**config.mk**
```make
export PLATFORM = sky130hd
export DESIGN_NAME = ipsxb_uart_rd_sched
export DESIGN_NICKNAME = d
export VERILOG_FILES = /design/src/rtl/ipsxb_uart_rd_sched.sv
export SDC_FILE = /design/constraint.sdc
export NUM_CORES = 1
export LEC_CHECK = 0
export ABC_AREA = 1
export CELL_PAD_IN_SITES_DETAIL_PLACEMENT = 1
export CELL_PAD_IN_SITES_GLOBAL_PLACEMENT = 1
export CORE_MARGIN = 2
export CORE_UTILIZATION = 28
export DETAILED_ROUTE_END_ITERATION = 6
export GPL_ROUTABILITY_DRIVEN = 0
export HOLD_SLACK_MARGIN = 0.15
export MAX_ROUTING_LAYER = met4
export PLACE_DENSITY_LB_ADDON = 0.1
export SETUP_SLACK_MARGIN = 0.1
export SYNTH_ARGS = -nofsm -noshare
export SYNTH_HDL_FRONTEND = slang
export SYNTH_SLANG_ARGS = --single-unit
```
**constraint.sdc**
```tcl
create_clock -name clk -period 2.2 [get_ports clk]
set_input_delay 0.55 -clock clk [delete_from_list [all_inputs] [get_ports clk]]
set_output_delay 0.55 -clock clk [all_outputs]
set_load 0.01 [all_outputs]
```
**src/rtl/ipsxb_uart_rd_sched.sv**
```systemverilog
// ipsxb_uart_rd_sched: one-at-a-time read scheduler fanning UART reads out to 4 status slaves with timeout
module ipsxb_uart_rd_sched #(
  parameter logic [15:0] TIMEOUT  = 16'd255,
  parameter logic [31:0] ERR_DATA = 32'hDEAD_BEEF,
  parameter logic [3:0]  SLV_EN   = 4'b1111
) (
  input  logic         clk,
  input  logic         rst,
  input  logic         read_req,
  input  logic [8:0]   uart_rd_addr,
  output logic         read_ack,
  output logic [31:0]  status_bus,
  output logic [3:0]   slv_req,
  output logic [6:0]   slv_addr,
  input  logic [3:0]   slv_ack,
  input  logic [127:0] slv_data,
  output logic         timeout_p,
  output logic [7:0]   err_cnt
);
  typedef enum logic [1:0] {IDLE, WAIT, RESP, DONE} state_t;
  state_t state_q, state_d;
  logic [1:0] sel_q, sel_d;
  logic [15:0] cnt_q, cnt_d;
  logic [3:0] req_q, req_d;
  logic [6:0] addr_q, addr_d;
  logic [31:0] status_q, status_d;
  logic ack_q, ack_d;
  logic to_q, to_d;
  logic [7:0] err_q, err_d;
  assign read_ack = ack_q;
  assign status_bus = status_q;
  assign slv_req = req_q;
  assign slv_addr = addr_q;
  assign timeout_p = to_q;
  assign err_cnt = err_q;
  // next-state and registered-output decode; read_ack/timeout_p are set on the edge entering RESP
  always_comb begin
    state_d = state_q;
    sel_d = sel_q;
    cnt_d = cnt_q;
    req_d = req_q;
    addr_d = addr_q;
    status_d = status_q;
    ack_d = 1'b0;
    to_d = 1'b0;
    err_d = err_q;
    case (state_q)
      IDLE: if (read_req) begin
        sel_d = uart_rd_addr[8:7];
        addr_d = uart_rd_addr[6:0];
        cnt_d = '0;
        if (SLV_EN[uart_rd_addr[8:7]]) begin
          req_d = 4'b0001 << uart_rd_addr[8:7];
          state_d = WAIT;
        end else begin
          status_d = ERR_DATA;
          ack_d = 1'b1;
          state_d = RESP;
        end
      end
      WAIT: if (slv_ack[sel_q]) begin
        status_d = slv_data[{sel_q, 5'd0} +: 32];
        req_d = '0;
        ack_d = 1'b1;
        state_d = RESP;
      end else if (cnt_q == TIMEOUT - 16'd1) begin
        status_d = ERR_DATA;
        req_d = '0;
        ack_d = 1'b1;
        to_d = 1'b1;
        err_d = err_q + {7'd0, ~&err_q};
        state_d = RESP;
      end else begin
        cnt_d = cnt_q + 16'd1;
      end
      RESP: state_d = DONE;
      DONE: state_d = read_req ? DONE : IDLE;
      default: state_d = IDLE;
    endcase
  end
  // state and output registers; reset aborts any transaction in flight
  always_ff @(posedge clk) begin
    if (rst) begin
      state_q <= IDLE;
      sel_q <= '0;
      cnt_q <= '0;
      req_q <= '0;
      addr_q <= '0;
      status_q <= '0;
      ack_q <= 1'b0;
      to_q <= 1'b0;
      err_q <= '0;
    end else begin
      state_q <= state_d;
      sel_q <= sel_d;
      cnt_q <= cnt_d;
      req_q <= req_d;
      addr_q <= addr_d;
      status_q <= status_d;
      ack_q <= ack_d;
      to_q <= to_d;
      err_q <= err_d;
    end
  end
endmodule

```
==> results.md <==
* Via density at about 4.9
* Hold bufs inserted after CTS at 0
* Post-synth net total at around 870
* DRC at 0
* Synth Register Bits at 73
* Area of placed instances at 6500 µm²
* Max-slew violation count at 0
* WHS Path Cells at 2
* Cell Pwr Density at about 650 nW/µm²
* Setup Viol. Count Final at 0
* Antenna diodes at 0
* Clock slew at reported path FFs at 0.06 ns
* Worst relative slew slack at 67.7%
* Mapped Cells at 724
* Clock Tree Buf Depth at 2
* Fin cells at 1099
* Worst R2R Start: err_cnt[3]$_SDFFE_PP0P_
* DP Cell Count at 1084
* Fin crit share at 89.8%
* Initial Utilization at 28.7%
* Yosys top cell area share at 33.5%
* Area of the multi-input gates at 2500 µm²
* RSZ-0062 raised after global routing: false
* TritonCTS clock tree: built
* P&R area growth vs syn at 56.2%
* Drt total wl at between 15000 and 20000 µm
* Area occupied by registers at 1460 µm²
* Site Rows at 45
* Critical path required time at 1.65 ns
* Total gr overflow at 0
* Critical path's slowest cell: clkdlybuf4s50_1
* Post-CTS repair timing setup buffer count at 0
* Worst setup margin at 0.225 ns
* Die Span Y at 129 µm
* CTS Buf Count at 9
* Post-DRT Antenna Nets at 0
* Worst min-delay path class: reg2reg
* Hold Crit Endpoint: status_bus[15]$_SDFFE_PP0P_
* FF-to-FF path depth at 10
* Synth top area cells: dfxtp_1, nor2_1, nand2_1
* R2R Setup Slk at 0.30 ns
* Die extent in x at roughly 130 µm
* Via count at 5391
* Most area-hungry cell type in the Yosys netlist: dfxtp_1
* Slew @ Worst Pin at 0.483 ns
* Clock root buffer: clkbuf_16
* Distinct cells, synth at 28
* Global-route wire length before repair at 28800 µm
* Filler cells at 2001
* Post_cts resized at 0
* Skew final at approximately 0.008 ns
* Clk_lat worst skew at about 0.34 ns
* Total iterations of the first detailed-routing run at 4
* Most frequent cells in the layout: clkdlybuf4s50_1, nor2_1, nand2_1, o21ai_0, dfxtp_1
* Syn Area/Cell at 6.03 µm²
* Ordered list of cells on the worst path: buf_4, clkdlybuf4s50_1
* # H-tree levels at 3
* Synth warn at 0
* IO Pins at 197
* Leak pwr at 2.68 nW
* Crit start category: flop
* Initial antenna violation count at 0
* Crit. End Element: output port
* Core footprint at 15200 µm²
* Critical hold path startpoint: status_bus[15]$_SDFFE_PP0P_
* Pin count of the biggest net entering global routing at ~50
* DR WL/cell at between 15 and 20 µm
* Status: completed
* Hold Slack at 0.467 ns
* Number of global-route vias before repair at between 5000 and 6000
* Final core occ at 44.8%
* Share of cells above drive strength 1 at slightly below 5%
* Post-route setup TNS at 0 ns
* Slowest Stage Delay on Critical Path at 0.59 ns
* Buffers on Ports at 196
* Max VDD drop at 0.000400 V
* Initial drt markers at 247
* Crit path kind: reg2out
* Max-cap violation count at 0
* R2R Path End: err_cnt[4]$_SDFFE_PP0P_
* Data arrival time of the worst path at between 1 and 1.5 ns
* Crit-path max FO at 4
* # clock sinks at 73
* Final nets at 1055
* Post-Place Setup Slack at 0.00352 ns
* Peak Freq at a little over 0.5 GHz
* Final hold vios at 0
* Seq/Total Area, Yosys at 33.5%
* GRT Overall Usage at 22.8%
* Final Total Pwr at 4.44 mW
* Finished layout cell area at 6820 µm²
* Die area at around 17000 µm²
* Min Tclk post-route at approximately 2.0 ns
* Post-DP HPWL at roughly 14000 µm
* Most common cell after layout, fill and taps aside: clkdlybuf4s50_1
* Syn Std Cell Area at 4370 µm²
## logic make-up after synthesis
| group | Yosys count | synth area share [%] |
|---|---|---|
| AND/OR/NAND/NOR | 416 | 38.6 |
| AO/OA/AOI/OAI | 139 | 17.0 |
| buffers and inverters | 89 | 9.17 |
| flip-flops | 73 | 33.5 |
| adder cells (fa/ha/maj) | 4 | 1.15 |
| XOR/XNOR | 3 | 0.602 |
## report_power, final
part	internal (mW)	switching [mW]	leakage [nW]	total, mW
Sequential	1.44	0.0716	0.596	1.51
Combinational	0.646	0.695	1.94	1.34
Clock	1.02	0.572	0.153	1.59
## synthesized netlist by cell type
| cell | n |
|---|---|
| a21oi_1 | 39 |
| buf_1 | 1 |
| buf_2 | 10 |
| buf_4 | 4 |
| buf_6 | 5 |
| clkbuf_1 | 23 |
| clkinv_2 | 1 |
| dfxtp_1 | 73 |
| ha_1 | 4 |
| inv_1 | 43 |
| inv_2 | 2 |
| nand2_1 | 154 |
| nand2_2 | 5 |
| nand3_1 | 48 |
| nand3_2 | 1 |
| nand3b_1 | 6 |
| nand4_1 | 3 |
| nor2_1 | 192 |
| nor2_2 | 1 |
| nor2_4 | 1 |
| nor3_1 | 5 |
| o211ai_1 | 11 |
| o21ai_0 | 76 |
| o21ai_1 | 2 |
| o21bai_1 | 1 |
| o22ai_1 | 8 |
| o31ai_1 | 2 |
| xnor2_1 | 3 |
## critical path, delay by kind of cell, from the launching register on
family | cells | cell delay (ns)
flip-flops | 1 | 0.35
buffers and inverters | 2 | 0.73
## flip-flops by register name (all words and copies together) (netlist names)
signal      count
cnt_q          16
timeout_p       1
status_bus     32
err_cnt         8
slv_addr        7
state_q         2
slv_req         4
read_ack        1
sel_q           2
## metal layers
| metal | wire, µm | global-route usage, % |
|---|---|---|
| met1 | 7290 | 24.7 |
| met2 | 9240 | 40.7 |
| met3 | 966 | 5.45 |
| met4 | 416 | 8.06 |
| met5 | 0 | - |
## area by class of cell
| type | count | area share [%] |
|---|---|---|
| Clock buffer | 12 | 3.62 |
| Clock inverter | 3 | 0.954 |
| Inverter | 46 | 2.55 |
| Multi-Input combinational cell | 562 | 36.7 |
| Sequential cell | 73 | 21.5 |
| Tap cell | 188 | 3.45 |
| Timing Repair Buffer | 215 | 31.2 |
## worst max-delay path by stage
stage | from | end | slack (ns) | cells after the start
floorplan | err_cnt[2]$_SDFFE_PP0P_ | err_cnt[4]$_SDFFE_PP0P_ | 0.45 | 10
global placement | slv_ack[1] | err_cnt[2]$_SDFFE_PP0P_ | 0.04 | 9
detailed placement | slv_ack[3] | status_bus[28]$_SDFFE_PP0P_ | 0.004 | 9
CTS | err_cnt[5]$_SDFFE_PP0P_ | err_cnt[5] | 0.20 | 2
global route | cnt_q[5]$_SDFFE_PP0P_ | cnt_q[5]$_SDFFE_PP0P_ | 0.10 | 7
finish | err_cnt[5]$_SDFFE_PP0P_ | err_cnt[5] | 0.23 | 2
No activity file was read; power rests on OpenSTA's default activity.
